$ cat src/rtl/regif_rw_acc_if.sv
// REGIF master bus: request/address/data from the accessor, command/data handshakes back from the bus.
interface regif_rw_acc_if;
  logic        IP2Bus_MstRd_Req;
  logic        IP2Bus_MstWr_Req;
  logic [31:0] IP2Bus_Mst_Addr;
  logic [3:0]  IP2Bus_Mst_BE;
  logic [31:0] IP2Bus_MstWr_d;
  logic        Bus2IP_Mst_CmdAck;
  logic        Bus2IP_Mst_Cmplt;
  logic        Bus2IP_Mst_Error;
  logic        Bus2IP_MstWr_dst_rdy_n;
  logic [31:0] Bus2IP_MstRd_d;
  logic        Bus2IP_MstRd_src_rdy_n;

  modport master (
    output IP2Bus_MstRd_Req, IP2Bus_MstWr_Req, IP2Bus_Mst_Addr, IP2Bus_Mst_BE, IP2Bus_MstWr_d,
    input  Bus2IP_Mst_CmdAck, Bus2IP_Mst_Cmplt, Bus2IP_Mst_Error, Bus2IP_MstWr_dst_rdy_n,
           Bus2IP_MstRd_d, Bus2IP_MstRd_src_rdy_n
  );

  modport slave (
    input  IP2Bus_MstRd_Req, IP2Bus_MstWr_Req, IP2Bus_Mst_Addr, IP2Bus_Mst_BE, IP2Bus_MstWr_d,
    output Bus2IP_Mst_CmdAck, Bus2IP_Mst_Cmplt, Bus2IP_Mst_Error, Bus2IP_MstWr_dst_rdy_n,
           Bus2IP_MstRd_d, Bus2IP_MstRd_src_rdy_n
  );
endinterface

$ cat src/rtl/regif_rw_acc.sv
// Single-outstanding host register accessor: one read or write on the REGIF master bus per request,
// with timeout, byte enables and a drain state that blocks re-acceptance of a still-high request.
module regif_rw_acc #(
  parameter logic [31:0] ACK_CODE       = 32'h1,
  parameter logic [31:0] NACK_CODE      = 32'h2,
  parameter logic [31:0] TOUT_CODE      = 32'h3,
  parameter int          TIMEOUT_CYCLES = 1024,
  parameter int          SYNC_STAGES    = 2
) (
  input  logic                  clk,
  input  logic                  rst_n,
  input  logic [31:0]           acc_addr,
  input  logic [31:0]           acc_data,
  input  logic [3:0]            acc_be,
  input  logic                  acc_wr,
  input  logic                  acc_en,
  output logic                  acc_en_ack,
  regif_rw_acc_if.master        bus,
  output logic                  snd_resp,
  input  logic                  snd_resp_ack,
  output logic [63:0]           resp,
  input  logic                  my_regif,
  output logic                  drv_regif
);
  localparam int CNT_W = $clog2(TIMEOUT_CYCLES) + 1;

  typedef enum logic [2:0] {
    S_IDLE  = 3'd0,
    S_GRANT = 3'd1,
    S_ISSUE = 3'd2,
    S_BUSY  = 3'd3,
    S_RESP  = 3'd4,
    S_HSK   = 3'd5,
    S_DRAIN = 3'd6
  } state_t;

  state_t                 state_q, state_d;
  logic [SYNC_STAGES-1:0] en_sync_q, en_sync_d, ack_sync_q, ack_sync_d;
  logic                   acc_en_ack_q, acc_en_ack_d;
  logic                   rd_req_q, rd_req_d, wr_req_q, wr_req_d;
  logic [31:0]            mst_addr_q, mst_addr_d, mst_wdata_q, mst_wdata_d;
  logic [3:0]             mst_be_q, mst_be_d;
  logic [31:0]            cap_addr_q, cap_addr_d, cap_data_q, cap_data_d;
  logic [3:0]             cap_be_q, cap_be_d;
  logic                   cap_wr_q, cap_wr_d;
  logic [CNT_W-1:0]       cnt_q, cnt_d;
  logic                   err_q, err_d, tout_q, tout_d;
  logic                   wdone_q, wdone_d, rdone_q, rdone_d, cmplt_q, cmplt_d;
  logic [31:0]            rdata_q, rdata_d;
  logic                   drv_q, drv_d, snd_resp_q, snd_resp_d;
  logic [63:0]            resp_q, resp_d;
  logic                   en_s, ack_s;
  logic                   wdone_now_s, rdone_now_s, cmplt_now_s;

  assign en_s  = en_sync_q[SYNC_STAGES-1];
  assign ack_s = ack_sync_q[SYNC_STAGES-1];

  // Shift the asynchronous request and response-ack levels through the synchroniser chains.
  always_comb begin
    en_sync_d     = en_sync_q;
    ack_sync_d    = ack_sync_q;
    en_sync_d[0]  = acc_en;
    ack_sync_d[0] = snd_resp_ack;
    for (int i = 1; i < SYNC_STAGES; i++) begin
      en_sync_d[i]  = en_sync_q[i-1];
      ack_sync_d[i] = ack_sync_q[i-1];
    end
  end

  // Completion terms include this cycle's bus pulses so Cmplt and data may coincide.
  always_comb begin
    wdone_now_s = wdone_q | (cap_wr_q & ~bus.Bus2IP_MstWr_dst_rdy_n);
    rdone_now_s = rdone_q | (~cap_wr_q & ~bus.Bus2IP_MstRd_src_rdy_n);
    cmplt_now_s = cmplt_q | bus.Bus2IP_Mst_Cmplt;
  end

  // Access state machine; every output is registered from its _d term.
  always_comb begin
    state_d      = state_q;
    acc_en_ack_d = 1'b0;
    rd_req_d     = rd_req_q;
    wr_req_d     = wr_req_q;
    mst_addr_d   = mst_addr_q;
    mst_be_d     = mst_be_q;
    mst_wdata_d  = mst_wdata_q;
    cap_addr_d   = cap_addr_q;
    cap_data_d   = cap_data_q;
    cap_be_d     = cap_be_q;
    cap_wr_d     = cap_wr_q;
    cnt_d        = cnt_q;
    err_d        = err_q;
    tout_d       = tout_q;
    wdone_d      = wdone_q;
    rdone_d      = rdone_q;
    cmplt_d      = cmplt_q;
    rdata_d      = rdata_q;
    drv_d        = drv_q;
    snd_resp_d   = snd_resp_q;
    resp_d       = resp_q;
    case (state_q)
      S_IDLE: begin
        cap_addr_d = acc_addr;
        cap_data_d = acc_data;
        cap_be_d   = acc_be;
        cap_wr_d   = acc_wr;
        if (en_s) begin
          acc_en_ack_d = 1'b1;
          state_d      = S_GRANT;
        end else begin
          state_d = S_IDLE;
        end
      end
      S_GRANT: begin
        if (my_regif) begin
          drv_d   = 1'b1;
          state_d = S_ISSUE;
        end else begin
          state_d = S_GRANT;
        end
      end
      S_ISSUE: begin
        mst_addr_d  = cap_addr_q;
        mst_be_d    = cap_be_q;
        mst_wdata_d = cap_data_q;
        wr_req_d    = cap_wr_q;
        rd_req_d    = ~cap_wr_q;
        cnt_d       = '0;
        err_d       = 1'b0;
        tout_d      = 1'b0;
        wdone_d     = 1'b0;
        rdone_d     = 1'b0;
        cmplt_d     = 1'b0;
        state_d     = S_BUSY;
      end
      S_BUSY: begin
        cnt_d   = cnt_q + CNT_W'(1);
        wdone_d = wdone_now_s;
        rdone_d = rdone_now_s;
        cmplt_d = cmplt_now_s;
        if (bus.Bus2IP_Mst_CmdAck) begin
          rd_req_d = 1'b0;
          wr_req_d = 1'b0;
        end else begin
          rd_req_d = rd_req_q;
          wr_req_d = wr_req_q;
        end
        if (~cap_wr_q && ~bus.Bus2IP_MstRd_src_rdy_n) begin
          rdata_d = bus.Bus2IP_MstRd_d;
        end else begin
          rdata_d = rdata_q;
        end
        if (bus.Bus2IP_Mst_Cmplt && bus.Bus2IP_Mst_Error) begin
          err_d = 1'b1;
        end else begin
          err_d = err_q;
        end
        if (cmplt_now_s && (wdone_now_s || rdone_now_s)) begin
          rd_req_d = 1'b0;
          wr_req_d = 1'b0;
          state_d  = S_RESP;
        end else if (cnt_q == CNT_W'(TIMEOUT_CYCLES - 2)) begin
          // Counter is about to reach TIMEOUT_CYCLES-1: abort the bus access.
          tout_d   = 1'b1;
          rd_req_d = 1'b0;
          wr_req_d = 1'b0;
          state_d  = S_RESP;
        end else begin
          state_d = S_BUSY;
        end
      end
      S_RESP: begin
        if (tout_q) begin
          resp_d = {TOUT_CODE, 32'h0000_0000};
        end else if (err_q) begin
          resp_d = {NACK_CODE, (cap_wr_q ? cap_data_q : rdata_q)};
        end else begin
          resp_d = {ACK_CODE, (cap_wr_q ? cap_data_q : rdata_q)};
        end
        drv_d      = 1'b0;
        snd_resp_d = 1'b1;
        state_d    = S_HSK;
      end
      S_HSK: begin
        if (ack_s) begin
          snd_resp_d = 1'b0;
          state_d    = S_DRAIN;
        end else begin
          state_d = S_HSK;
        end
      end
      S_DRAIN: begin
        if (!en_s && !ack_s) begin
          state_d = S_IDLE;
        end else begin
          state_d = S_DRAIN;
        end
      end
      default: begin
        state_d    = S_IDLE;
        rd_req_d   = 1'b0;
        wr_req_d   = 1'b0;
        drv_d      = 1'b0;
        snd_resp_d = 1'b0;
      end
    endcase
  end

  // All state, captures and registered outputs.
  always_ff @(posedge clk or negedge rst_n) begin
    if (!rst_n) begin
      state_q      <= S_IDLE;
      en_sync_q    <= '0;
      ack_sync_q   <= '0;
      acc_en_ack_q <= 1'b0;
      rd_req_q     <= 1'b0;
      wr_req_q     <= 1'b0;
      mst_addr_q   <= 32'h0;
      mst_be_q     <= 4'h0;
      mst_wdata_q  <= 32'h0;
      cap_addr_q   <= 32'h0;
      cap_data_q   <= 32'h0;
      cap_be_q     <= 4'h0;
      cap_wr_q     <= 1'b0;
      cnt_q        <= '0;
      err_q        <= 1'b0;
      tout_q       <= 1'b0;
      wdone_q      <= 1'b0;
      rdone_q      <= 1'b0;
      cmplt_q      <= 1'b0;
      rdata_q      <= 32'h0;
      drv_q        <= 1'b0;
      snd_resp_q   <= 1'b0;
      resp_q       <= 64'h0;
    end else begin
      state_q      <= state_d;
      en_sync_q    <= en_sync_d;
      ack_sync_q   <= ack_sync_d;
      acc_en_ack_q <= acc_en_ack_d;
      rd_req_q     <= rd_req_d;
      wr_req_q     <= wr_req_d;
      mst_addr_q   <= mst_addr_d;
      mst_be_q     <= mst_be_d;
      mst_wdata_q  <= mst_wdata_d;
      cap_addr_q   <= cap_addr_d;
      cap_data_q   <= cap_data_d;
      cap_be_q     <= cap_be_d;
      cap_wr_q     <= cap_wr_d;
      cnt_q        <= cnt_d;
      err_q        <= err_d;
      tout_q       <= tout_d;
      wdone_q      <= wdone_d;
      rdone_q      <= rdone_d;
      cmplt_q      <= cmplt_d;
      rdata_q      <= rdata_d;
      drv_q        <= drv_d;
      snd_resp_q   <= snd_resp_d;
      resp_q       <= resp_d;
    end
  end

  assign acc_en_ack           = acc_en_ack_q;
  assign bus.IP2Bus_MstRd_Req = rd_req_q;
  assign bus.IP2Bus_MstWr_Req = wr_req_q;
  assign bus.IP2Bus_Mst_Addr  = mst_addr_q;
  assign bus.IP2Bus_Mst_BE    = mst_be_q;
  assign bus.IP2Bus_MstWr_d   = mst_wdata_q;
  assign drv_regif            = drv_q;
  assign snd_resp             = snd_resp_q;
  assign resp                 = resp_q;
endmodule

$ cat src/flat_wrapper.sv
// flat-port wrapper written by rule: the top's interface ports become plain ports
module regif_rw_acc_flat 
#(
  parameter logic [31:0] ACK_CODE       = 32'h1,
  parameter logic [31:0] NACK_CODE      = 32'h2,
  parameter logic [31:0] TOUT_CODE      = 32'h3,
  parameter int          TIMEOUT_CYCLES = 1024,
  parameter int          SYNC_STAGES    = 2
)
  (clk, rst_n, acc_addr, acc_data, acc_be, acc_wr, acc_en, acc_en_ack, snd_resp, snd_resp_ack, resp, my_regif, drv_regif, bus_IP2Bus_MstRd_Req, bus_IP2Bus_MstWr_Req, bus_IP2Bus_Mst_Addr, bus_IP2Bus_Mst_BE, bus_IP2Bus_MstWr_d, bus_Bus2IP_Mst_CmdAck, bus_Bus2IP_Mst_Cmplt, bus_Bus2IP_Mst_Error, bus_Bus2IP_MstWr_dst_rdy_n, bus_Bus2IP_MstRd_d, bus_Bus2IP_MstRd_src_rdy_n);
  regif_rw_acc_if bus_i ();
  input  logic clk;
  input  logic rst_n;
  input  logic [31:0] acc_addr;
  input  logic [31:0] acc_data;
  input  logic [3:0] acc_be;
  input  logic acc_wr;
  input  logic acc_en;
  output logic acc_en_ack;
  output logic snd_resp;
  input  logic snd_resp_ack;
  output logic [63:0] resp;
  input  logic my_regif;
  output logic drv_regif;
  output wire logic [$bits(bus_i.IP2Bus_MstRd_Req)-1:0] bus_IP2Bus_MstRd_Req;
  output wire logic [$bits(bus_i.IP2Bus_MstWr_Req)-1:0] bus_IP2Bus_MstWr_Req;
  output wire logic [$bits(bus_i.IP2Bus_Mst_Addr)-1:0] bus_IP2Bus_Mst_Addr;
  output wire logic [$bits(bus_i.IP2Bus_Mst_BE)-1:0] bus_IP2Bus_Mst_BE;
  output wire logic [$bits(bus_i.IP2Bus_MstWr_d)-1:0] bus_IP2Bus_MstWr_d;
  input wire logic [$bits(bus_i.Bus2IP_Mst_CmdAck)-1:0] bus_Bus2IP_Mst_CmdAck;
  input wire logic [$bits(bus_i.Bus2IP_Mst_Cmplt)-1:0] bus_Bus2IP_Mst_Cmplt;
  input wire logic [$bits(bus_i.Bus2IP_Mst_Error)-1:0] bus_Bus2IP_Mst_Error;
  input wire logic [$bits(bus_i.Bus2IP_MstWr_dst_rdy_n)-1:0] bus_Bus2IP_MstWr_dst_rdy_n;
  input wire logic [$bits(bus_i.Bus2IP_MstRd_d)-1:0] bus_Bus2IP_MstRd_d;
  input wire logic [$bits(bus_i.Bus2IP_MstRd_src_rdy_n)-1:0] bus_Bus2IP_MstRd_src_rdy_n;
  assign bus_IP2Bus_MstRd_Req = bus_i.IP2Bus_MstRd_Req;
  assign bus_IP2Bus_MstWr_Req = bus_i.IP2Bus_MstWr_Req;
  assign bus_IP2Bus_Mst_Addr = bus_i.IP2Bus_Mst_Addr;
  assign bus_IP2Bus_Mst_BE = bus_i.IP2Bus_Mst_BE;
  assign bus_IP2Bus_MstWr_d = bus_i.IP2Bus_MstWr_d;
  assign bus_i.Bus2IP_Mst_CmdAck = bus_Bus2IP_Mst_CmdAck;
  assign bus_i.Bus2IP_Mst_Cmplt = bus_Bus2IP_Mst_Cmplt;
  assign bus_i.Bus2IP_Mst_Error = bus_Bus2IP_Mst_Error;
  assign bus_i.Bus2IP_MstWr_dst_rdy_n = bus_Bus2IP_MstWr_dst_rdy_n;
  assign bus_i.Bus2IP_MstRd_d = bus_Bus2IP_MstRd_d;
  assign bus_i.Bus2IP_MstRd_src_rdy_n = bus_Bus2IP_MstRd_src_rdy_n;
  regif_rw_acc #(.ACK_CODE(ACK_CODE), .NACK_CODE(NACK_CODE), .TOUT_CODE(TOUT_CODE), .TIMEOUT_CYCLES(TIMEOUT_CYCLES), .SYNC_STAGES(SYNC_STAGES)) u_core (.clk(clk), .rst_n(rst_n), .acc_addr(acc_addr), .acc_data(acc_data), .acc_be(acc_be), .acc_wr(acc_wr), .acc_en(acc_en), .acc_en_ack(acc_en_ack), .bus(bus_i), .snd_resp(snd_resp), .snd_resp_ack(snd_resp_ack), .resp(resp), .my_regif(my_regif), .drv_regif(drv_regif));
endmodule
$ cat config.mk
export PLATFORM = sky130hd
export DESIGN_NAME = regif_rw_acc_flat
export DESIGN_NICKNAME = d
export VERILOG_FILES = /design/src/rtl/regif_rw_acc_if.sv /design/src/rtl/regif_rw_acc.sv /design/src/flat_wrapper.sv
export SDC_FILE = /design/constraint.sdc
export NUM_CORES = 1
export LEC_CHECK = 0
export BUFFER_PORTS_ARGS = -buffer_cell sky130_fd_sc_hd__buf_2
export CAP_MARGIN = 20
export CORE_MARGIN = 2
export CORE_UTILIZATION = 25
export DETAILED_ROUTE_END_ITERATION = 7
export SYNTH_ARGS = -nofsm -noshare
export SYNTH_HDL_FRONTEND = slang
export SYNTH_SLANG_ARGS = --single-unit
$ cat constraint.sdc
create_clock -name clk -period 1.55 [get_ports clk]
set_input_delay 0.2325 -clock clk [delete_from_list [all_inputs] [get_ports clk]]
set_output_delay 0.2325 -clock clk [all_outputs]
set_load 0.01 [all_outputs]
==> flow_summary.yaml, run 1 <==
synth:
  synth_area_per_cell_um2: 11.6
  ys_seq_area_share_pct: 60.2
  ys_warn_count: 0
  synth_cell_type_count: 45
  synth-edff-count: 0
  ys_async_sr_fraction_pct: 100
  synthCells: 824
  ys_seq_elements: 231
  syn-cell-area_um2: 9600
  synth_ff_type: "dfrtp_1"
floorplanning:
  num_rows: 71
  start_util_pct: 25.4
  core_um2: 37800
  design.portCount: 248
  fp.dieH_um: 200
  die-area_um2: 40000
  die_w_um: 200
sta:
  worstMarginPinSlew_ns: 0.641
  fin_skew_ns: 0.0127
  period_minus_slack_ns: 1.68
  min_period_over_period_pct: 109
  final_critical_path_setup_slack_ns: -0.135
  whs_ns: 0.0519
  final-hold-violation-count: 0
  tns_ns: -13.64
  setup_violations: 182
  rsz0062_at_grt: "yes"
  timing.slew.headroom_pct: 57.3
  fmax_ghz: 0.594
  final_max_slew_viol_count: 0
clock_tree:
  clock_sinks: 231
  clkTransAtPathRegs_ns: 0.06
  root_buffer: "clkbuf_16"
  tritoncts: "done"
  cts-buffers-inserted: 27
  clkLatencyLatePin_ns: 0.54
  h-tree-depth: 1
  clockBufferDepth: 3
final_layout:
  final_common_cell: "dfrtp_1"
  nets: 1326
  fin_area_um2: 15300
  fillers: 3516
  area_delta_synth_final_pct: 59.3
  layout_common_cells: "229 x dfrtp_1, 216 x buf_2, 159 x nand2_1"
  drive_above_1_share_pct: 46.3
pwr:
  clkPwrFrac_pct: 20.5
  ir_drop_mv: 1.00
  combinationalPowerShare_pct: 46.0
  p_leak_nw: 7.60
  p_sw_share_pct: 35.8
  internal-power_mw: 21.1
  finalPower_mw: 32.8
  power_per_cell_area_nw_per_um2: 2140
  p_switching_mw: 11.7
  seqPwrFrac_pct: 33.5
setup_path:
  r2r_cells: 6
  r2r_slack_ns: -0.13
  cp-end-kind: "register"
  path_max_fanout: 6
  critPathTopFamily: "buffers and inverters"
  critPathLaunchType: "register"
  crit_chain: "buf_6 > nor3_4 > buf_12 > buf_12 > clkbuf_16 > mux2_4"
  arrival_ns: 2.10
  critPathRequiredTime_ns: 1.96
  worstReg2RegEnd: "u_core.cap_addr_q[23]$_DFFE_PN0P_"
  path_class: "reg2reg"
  max_stage_delay_ns: 0.41
  crit_top_cell: "buf_12"
  r2r_start: "u_core.state_q[1]$_DFF_PN0_"
  cp_num_buf_inv: 4
  cp_slowest_cell: "dfrtp_1"
placed_design:
  port_buffers: 217
  dp_slack_ns: -0.156
  dp_hpwl_mm: 17.8
  place.gp.congestion: 0.746
  dpl_cell_area_um2: 11500
detailed_routing:
  drtAntennaViolNets: 0
  vias_per_cell: 4.34
  drc: 0
  vias: 7563
  wl_per_cell_um: 19.0
  drt_wl_total_mm: 33.1
  first_iter_violations: 260
  drtPass1Iterations: 4
global_routing:
  antenna_found_initial: 1
  grt_max_degree: 52
  overflow: 0
  track_usage_pct: 15.2
  first_global_vias: 7821
  grt_pass1_wl_mm: 46.0
run:
  cap_violations: 0
min_path:
  min_path_cells: 3
  hold_start: "bus_Bus2IP_Mst_CmdAck"
  min_to: "u_core.bus.IP2Bus_MstWr_Req$_DFFE_PN0P_"
  hold_class: "in2reg"
status:
  violations: "setup timing"
  status: "finished with violations"
[power groups by stage]
stage,clock network [mW],registers [mW],logic (mW)
after floorplan,0,10.8,5.79
after global placement,0,10.6,9.78
after detailed placement,0,10.7,10.0
after CTS,6.89,10.6,13.1
after global routing,7.13,11.3,16.2
final,6.71,11.0,15.1
[sequential cells by signal (all words and copies together), names as in the netlist, 2 cells and up]
name,cells
u_core.resp,34
u_core.bus.IP2Bus_Mst_Addr,32
u_core.state_q,3
u_core.bus.IP2Bus_Mst_BE,4
u_core.cnt_q,11
u_core.cap_addr_q,32
u_core.bus.IP2Bus_MstWr_d,32
u_core.rdata_q,32
u_core.ack_sync_q,2
u_core.en_sync_q,2
u_core.cap_data_q,32
u_core.cap_be_q,4
[how the worst max path moves through the flow]
| stage | start | end | slack [ns] | cells after the start |
|---|---|---|---|---|
| 3_5_place_dp | u_core.state_q[1]$_DFF_PN0_ | u_core.resp[8]$_DFFE_PN0P_ | -0.16 | 4 |
| 5_1_grt | u_core.state_q[1]$_DFF_PN0_ | u_core.cap_addr_q[30]$_DFFE_PN0P_ | -0.17 | 6 |
| 2_1_floorplan | u_core.state_q[2]$_DFF_PN0_ | u_core.rdata_q[0]$_DFFE_PN0P_ | -0.06 | 5 |
| 3_3_place_gp | u_core.state_q[1]$_DFF_PN0_ | u_core.cap_addr_q[23]$_DFFE_PN0P_ | -0.1 | 4 |
| 6_report | u_core.state_q[1]$_DFF_PN0_ | u_core.cap_addr_q[23]$_DFFE_PN0P_ | -0.13 | 6 |
| 4_1_cts | u_core.state_q[1]$_DFF_PN0_ | u_core.cap_addr_q[18]$_DFFE_PN0P_ | -0.12 | 6 |
[worst reg2reg max path, stage by stage (launching register included)]
cell,delay (ns)
dfrtp_1,0.41
buf_6,0.13
nor3_4,0.21
buf_12,0.14
buf_12,0.16
clkbuf_16,0.22
mux2_4,0.31
[metal layers]
| metal | global-route usage (%) | part of all wire, % | up-vias |
|---|---|---|---|
| li1 | - | - | 3491 |
| met4 | 4.06 | 2.2 | 0 |
| met3 | 3.36 | 6.3 | 49 |
| met5 | 0 | 0 | - |
| met2 | 25.6 | 49 | 238 |
| met1 | 19.8 | 43 | 3785 |
[final cells by class]
cell class | instances | area [µm²] | area share (%)
inverter | 9 | 33.8 | 0.221
tap | 511 | 639 | 4.18
timing repair buffer | 408 | 3570 | 23.3
sequential | 231 | 5790 | 37.8
multi-input combinational | 536 | 4340 | 28.4
clock buffer | 36 | 769 | 5.03
antenna | 1 | 2.50 | 0.0164
clock inverter | 10 | 159 | 1.04
[cells in the mapped netlist (2+ instances only)]
cell type    n  share of area [%]
nor4_1       3               0.20
o21a_1       2               0.16
mux2i_1     38                4.0
buf_4       31                2.4
mux2_2      72                8.4
or3_1        2               0.13
o31ai_1     34                2.7
a22o_1       2               0.18
nand2_1    251                9.8
a22oi_1      2               0.16
ha_1         2               0.26
buf_6        3               0.35
nor2b_1      4               0.26
and2_1       3               0.20
buf_2       16               0.83
clkbuf_1    24               0.94
o21ai_0     15               0.78
a21oi_1      8               0.42
and4_1       2               0.18
mux2_4      29                4.5
nor2_1      12               0.47
nand3_1      6               0.31
inv_1        7               0.27
buf_1        3               0.12
a31oi_1      3               0.20
dfrtp_1    231                 60
[timing repair]
action	4_1_cts	5_1_grt
endpoints found under the setup margin	192	189
hold endpoints to repair	302	0
hold buffers	106	0
buffers inserted	17	6
resized for setup	98	170
pin swaps	14	100
cloned	13	10
[through the flow]
stage	util, %	instances
after floorplan	-	853
after global placement	30.5	1546
after detailed placement	30.5	1546
after CTS	38.4	1728
after global routing	40.5	1741
final	40.5	1742
[logic make-up (layout without fill, tap and decap cells)]
group / count (synthesis) / count (layout) / share of synthesized area [%]
buffers and inverters: 86 / 463 / 5.02
adder cells (fa/ha/maj): 2 / 2 / 0.261
multiplexers: 139 / 139 / 16.9
flip-flops: 231 / 231 / 60.2
other: 1 / 31 / 0.0391
AO/OA/AOI/OAI: 73 / 73 / 5.16
AND/OR/NAND/NOR: 292 / 292 / 12.4
(Power assumes the default switching activity.)
==> run 2: changes to the inputs <==
- CTS_BUF_LIST: default -> sky130_fd_sc_hd__clkbuf_2
==> flow_summary.yaml, run 2 (same netlist as run 1, synthesis figures left out) <==
status:
  status: "finished with violations"
  violations: "setup timing"
setup_path:
  worstReg2RegEnd: "u_core.cap_addr_q[12]$_DFFE_PN0P_"
  crit_top_cell: "buf_12"
  max_stage_delay_ns: 0.45
  worstSetupStartpoint: "u_core.state_q[1]$_DFF_PN0_"
  crit_chain: "buf_6 > nor3_4 > buf_12 > buf_12 > buf_12 > buf_16 > mux2_4"
  cp_num_buf_inv: 5
  cp-end-kind: "register"
  r2r_cells: 7
  path_max_fanout: 6
  cp_slowest_cell: "dfrtp_2"
  critPathTopFamily: "buffers and inverters"
  critPathLaunchType: "register"
  r2r_slack_ns: -0.24
  r2r_start: "u_core.state_q[1]$_DFF_PN0_"
  cp.depth: 7
  arrival_ns: 2.56
  critPathRequiredTime_ns: 2.32
  path_class: "reg2reg"
  crit_end: "u_core.cap_addr_q[12]$_DFFE_PN0P_"
placed_design:
  place.gp.congestion: 0.746
  dp_slack_ns: -0.156
  post-place-cells: 1546
  port_buffers: 217
  dp_hpwl_mm: 17.8
global_routing:
  antenna_found_initial: 3
  grt_pass1_wl_mm: 53.7
  grt_max_degree: 52
  overflow: 0
  track_usage_pct: 18.2
  first_global_vias: 9216
clock_tree:
  clockBufferDepth: 3
  tritoncts: "done"
  clkTransAtPathRegs_ns: 0.10
  clkLatencyLatePin_ns: 0.94
  clock_sinks: 231
  h-tree-depth: 3
  cts-buffers-inserted: 68
  root_buffer: "clkbuf_2"
sta:
  tns_ns: -35.96
  final_max_slew_viol_count: 0
  final-hold-violation-count: 0
  period_minus_slack_ns: 1.79
  rsz0062_at_grt: "yes"
  min_period_over_period_pct: 115
  final_critical_path_setup_slack_ns: -0.240
  fin_skew_ns: 0.0741
  fmax_ghz: 0.559
  setup_violations: 302
detailed_routing:
  drtAntennaViolNets: 0
  drc: 0
  vias: 8822
  first_iter_violations: 273
  drt_wl_total_mm: 39.4
  vias_per_cell: 4.40
  drtPass1Iterations: 4
  wl_per_cell_um: 19.7
floorplanning:
  fp.dieH_um: 200
  core_um2: 37800
  die-area_um2: 40000
  die_w_um: 200
  design.portCount: 248
  num_rows: 71
  start_util_pct: 25.4
pwr:
  power_per_cell_area_nw_per_um2: 2020
  p_leak_nw: 8.85
  ir_drop_mv: 1.31
  finalPower_mw: 36.1
final_layout:
  layout_common_cells: "226 x dfrtp_1, 197 x dlygate4sd3_1, 171 x buf_2"
  largest_register_ffs: 34
  final-instance-count-excl-fill: 2005
  final_common_cell: "dfrtp_1"
  drive_above_1_share_pct: 54.7
  nets: 1556
  area_delta_synth_final_pct: 86.5
min_path:
  hold_class: "in2reg"
  min_path_cells: 3
run:
  cap_violations: 0
run 2: changes by cell type in the layout (fill, tap and decap cells not counted), moves of 16 or more:
cell,before,now
buf_2,216,171
buf_4,29,95
buf_6,9,65
clkbuf_16,36,9
clkbuf_2,0,96
dlygate4sd3_1,106,197
nand2_1,159,101
nand2_4,38,84
o31ai_1,19,3
run 2: area by class of cell:
class                      count  area [µm²]
antenna                        5        12.5
clock buffer                  96         480
clock inverter                20         166
fill                        3307       19900
inverter                       9        38.8
multi-input combinational    536        4940
sequential                   231        5790
tap                          511         639
timing repair buffer         597        5840
run 2: worst reg2reg max path, stage by stage, from the launching register on:
cell	delay, ns
dfrtp_2	0.45
buf_6	0.13
nor3_4	0.20
buf_12	0.13
buf_12	0.13
buf_12	0.15
buf_16	0.14
mux2_4	0.30
run 2: per-stage QoR:
| stage | area (µm²) | utilization (%) | hold WS, ns |
|---|---|---|---|
| 2_1_floorplan | 9740 | - | -0.0631 |
| 3_5_place_dp | 11500 | 30.5 | 0.172 |
| 6_report | 17900 | 47.4 | 0.0987 |
| 3_3_place_gp | 11500 | 30.5 | 0.173 |
| 5_1_grt | 17900 | 47.4 | 0.00280 |
| 4_1_cts | 16400 | 43.5 | 0.00190 |
run 2: layer usage:
metal,global-route usage [%],part of all wire (%)
met4,8.37,3.8
met2,29.6,50
met3,5.51,5.8
met5,0,0
met1,22.3,41
run 2: worst min-delay path by stage:
stage	from	endpoint	slack [ns]
final	acc_data[5]	u_core.cap_data_q[5]$_DFFE_PN0P_	0.1
after global routing	bus_Bus2IP_MstRd_d[1]	u_core.rdata_q[1]$_DFFE_PN0P_	0.003
after floorplan	rst_n	u_core.acc_en_ack$_DFF_PN0_	-0.06
after CTS	bus_Bus2IP_MstRd_d[0]	u_core.rdata_q[0]$_DFFE_PN0P_	0.002
after detailed placement	rst_n	u_core.cnt_q[5]$_DFFE_PN0P_	0.17
after global placement	rst_n	u_core.cnt_q[4]$_DFFE_PN0P_	0.17
run 2: what timing repair did:
| item | in CTS | in global routing |
|---|---|---|
| setup endpoints to repair | 314 | 324 |
| pin swaps | 43 | 167 |
| gates cloned | 28 | 11 |
| gates resized for setup | 250 | 274 |
| buffers inserted | 57 | 61 |
| hold buffers | 194 | 4 |
| endpoints found under the hold margin | 345 | 4 |
run 2: report_power, final:
part           leakage [nW]  internal [mW]  switching (mW)
clock network         0.480           2.16            2.91
logic                  5.53           11.1            8.77
registers              2.84           8.83            2.30
total                  8.85           22.1            14.0
==> run 3: changes to the inputs <==
- PLACE_DENSITY: default -> 0.42
- REMOVE_ABC_BUFFERS: default -> 1
==> flow_summary.yaml, run 3 (same netlist as run 1, synthesis figures left out) <==
pwr:
  p_leak_nw: 8.52
  ir_drop_mv: 0.863
  power_per_cell_area_nw_per_um2: 1990
sta:
  min_period_over_period_pct: 111
  rsz0062_at_grt: "yes"
  final_max_slew_viol_count: 0
  worstMarginPinSlew_ns: 0.570
  setup_violations: 311
  period_minus_slack_ns: 1.72
  timing.slew.headroom_pct: 62.0
  final-hold-violation-count: 0
  whs_ns: 0.120
  final_critical_path_setup_slack_ns: -0.167
  fmax_ghz: 0.582
  fin_skew_ns: 0.0482
floorplanning:
  fp.dieH_um: 200
  design.portCount: 248
  core_um2: 37800
  start_util_pct: 25.4
  num_rows: 71
  die_w_um: 200
  die-area_um2: 40000
final_layout:
  multi_input_comb_area_um2: 4720
  largest_register_ffs: 34
  area_delta_synth_final_pct: 75.2
  final_common_cell: "dfrtp_1"
  layout_common_cells: "228 x dfrtp_1, 177 x buf_2, 127 x dlygate4sd3_1"
  final-instance-count-excl-fill: 1940
  nets: 1489
  drive_above_1_share_pct: 55.6
  final-seq-area_um2: 5780
  fillers: 3577
detailed_routing:
  first_iter_violations: 249
  vias: 8206
  drtAntennaViolNets: 0
  drc: 0
  drt_wl_total_mm: 34.8
  wl_per_cell_um: 17.9
  drtPass1Iterations: 4
  vias_per_cell: 4.23
global_routing:
  track_usage_pct: 17.0
  overflow: 0
  grt_pass1_wl_mm: 50.3
  antenna_found_initial: 2
  first_global_vias: 8540
  grt_max_degree: 54
setup_path:
  cp_num_buf_inv: 1
  arrival_ns: 1.48
  critPathLaunchType: "register"
  path_class: "reg2out"
  critPathTopFamily: "flip-flops"
  cp-end-kind: "output pin"
  crit_chain: "buf_2"
  critPathRequiredTime_ns: 1.32
  cp_slowest_cell: "dfrtp_1"
  path_max_fanout: 2
  max_stage_delay_ns: 0.44
placed_design:
  place.gp.congestion: 0.739
  post-place-cells: 1561
  port_buffers: 217
  dp_slack_ns: -0.177
  dp_hpwl_mm: 18.7
clock_tree:
  root_buffer: "clkbuf_2"
  clkTransAtPathRegs_ns: 0.10
  clock_sinks: 231
  tritoncts: "done"
  cts-buffers-inserted: 70
  clkLatencyLatePin_ns: 0.89
  h-tree-depth: 3
  clockBufferDepth: 3
status:
  status: "finished with violations"
  violations: "setup timing"
run:
  cap_violations: 0
min_path:
  hold_class: "in2reg"
## run 3: cell count changes in the layout (fill, tap and decap cells not counted), moves of 7 or more
cell	delta
dlygate4sd3_1	-70
o21ai_0	-7
clkbuf_2	+7
nand2_4	-33
nand2_1	+22
clkinv_1	+7
nand2_2	+12
buf_12	+8
o21ai_1	+7
buf_16	-8
## run 3: area by class of cell
cell class                 instances  area share, %
sequential                       231           34.4
timing repair buffer             526           29.9
multi-input combinational        538           28.1
tap                              511           3.80
clock buffer                     103           3.06
clock inverter                    20          0.483
inverter                           9          0.238
antenna                            2         0.0298
## run 3: power by group
| group | internal (mW) | switching, mW |
|---|---|---|
| sequential | 8.83 | 2.10 |
| combinational | 10.2 | 7.79 |
| clock | 1.77 | 2.82 |
## run 3: metal layers
| layer | vias up | track usage (%) | share of wire, % | wire, µm |
|---|---|---|---|---|
| met1 | 4064 | 22.8 | 46 | 16100 |
| met3 | 61 | 4.97 | 5.8 | 2010 |
| li1 | 3877 | - | - | - |
| met2 | 204 | 26.2 | 46 | 15900 |
| met4 | 0 | 5.40 | 2.2 | 779 |
| met5 | - | 0 | 0 | 0 |
## run 3: per-stage QoR
step / area [µm²] / power, mW / setup TNS, ns / utilization [%]
3_5_place_dp: 11700 / 21.0 / -13.32 / 31.0
4_1_cts: 15800 / 31.5 / -38.68 / 41.9
6_report: 16800 / 33.5 / -25.07 / 44.6
3_3_place_gp: 11700 / 20.8 / -10.47 / 31.0
5_1_grt: 16800 / 35.8 / -53.01 / 44.6
2_1_floorplan: 9260 / 16.3 / -372.65 / -
## run 3: timing repair
item,in CTS,in global routing
endpoints found under the setup margin,308,325
endpoints found under the hold margin,345,0
hold buffers,127,0
gates cloned,28,10
pin swaps,29,158
resized for setup,240,254
setup buffers,67,46
## run 3: worst paths after layout
check                                                     startpoint  slack, ns  cells past startpoint                                          to
setup / recovery           u_core.bus.IP2Bus_MstWr_d[14]$_DFFE_PN0P_      -0.17                      1                      bus_IP2Bus_MstWr_d[14]
hold / removal                                          acc_addr[14]       0.12                      3           u_core.cap_addr_q[14]$_DFFE_PN0P_
setup reg to reg                         u_core.state_q[2]$_DFF_PN0_      -0.13                      8  u_core.bus.IP2Bus_Mst_Addr[19]$_DFFE_PN0P_
hold reg to reg                        u_core.en_sync_q[0]$_DFF_PN0_       0.35                      0               u_core.en_sync_q[1]$_DFF_PN0_
max in group asynchronous                                      rst_n       0.41                      4                 u_core.resp[15]$_DFFE_PN0P_
min in group asynchronous                                      rst_n       0.46                      3                 u_core.resp[28]$_DFFE_PN0P_
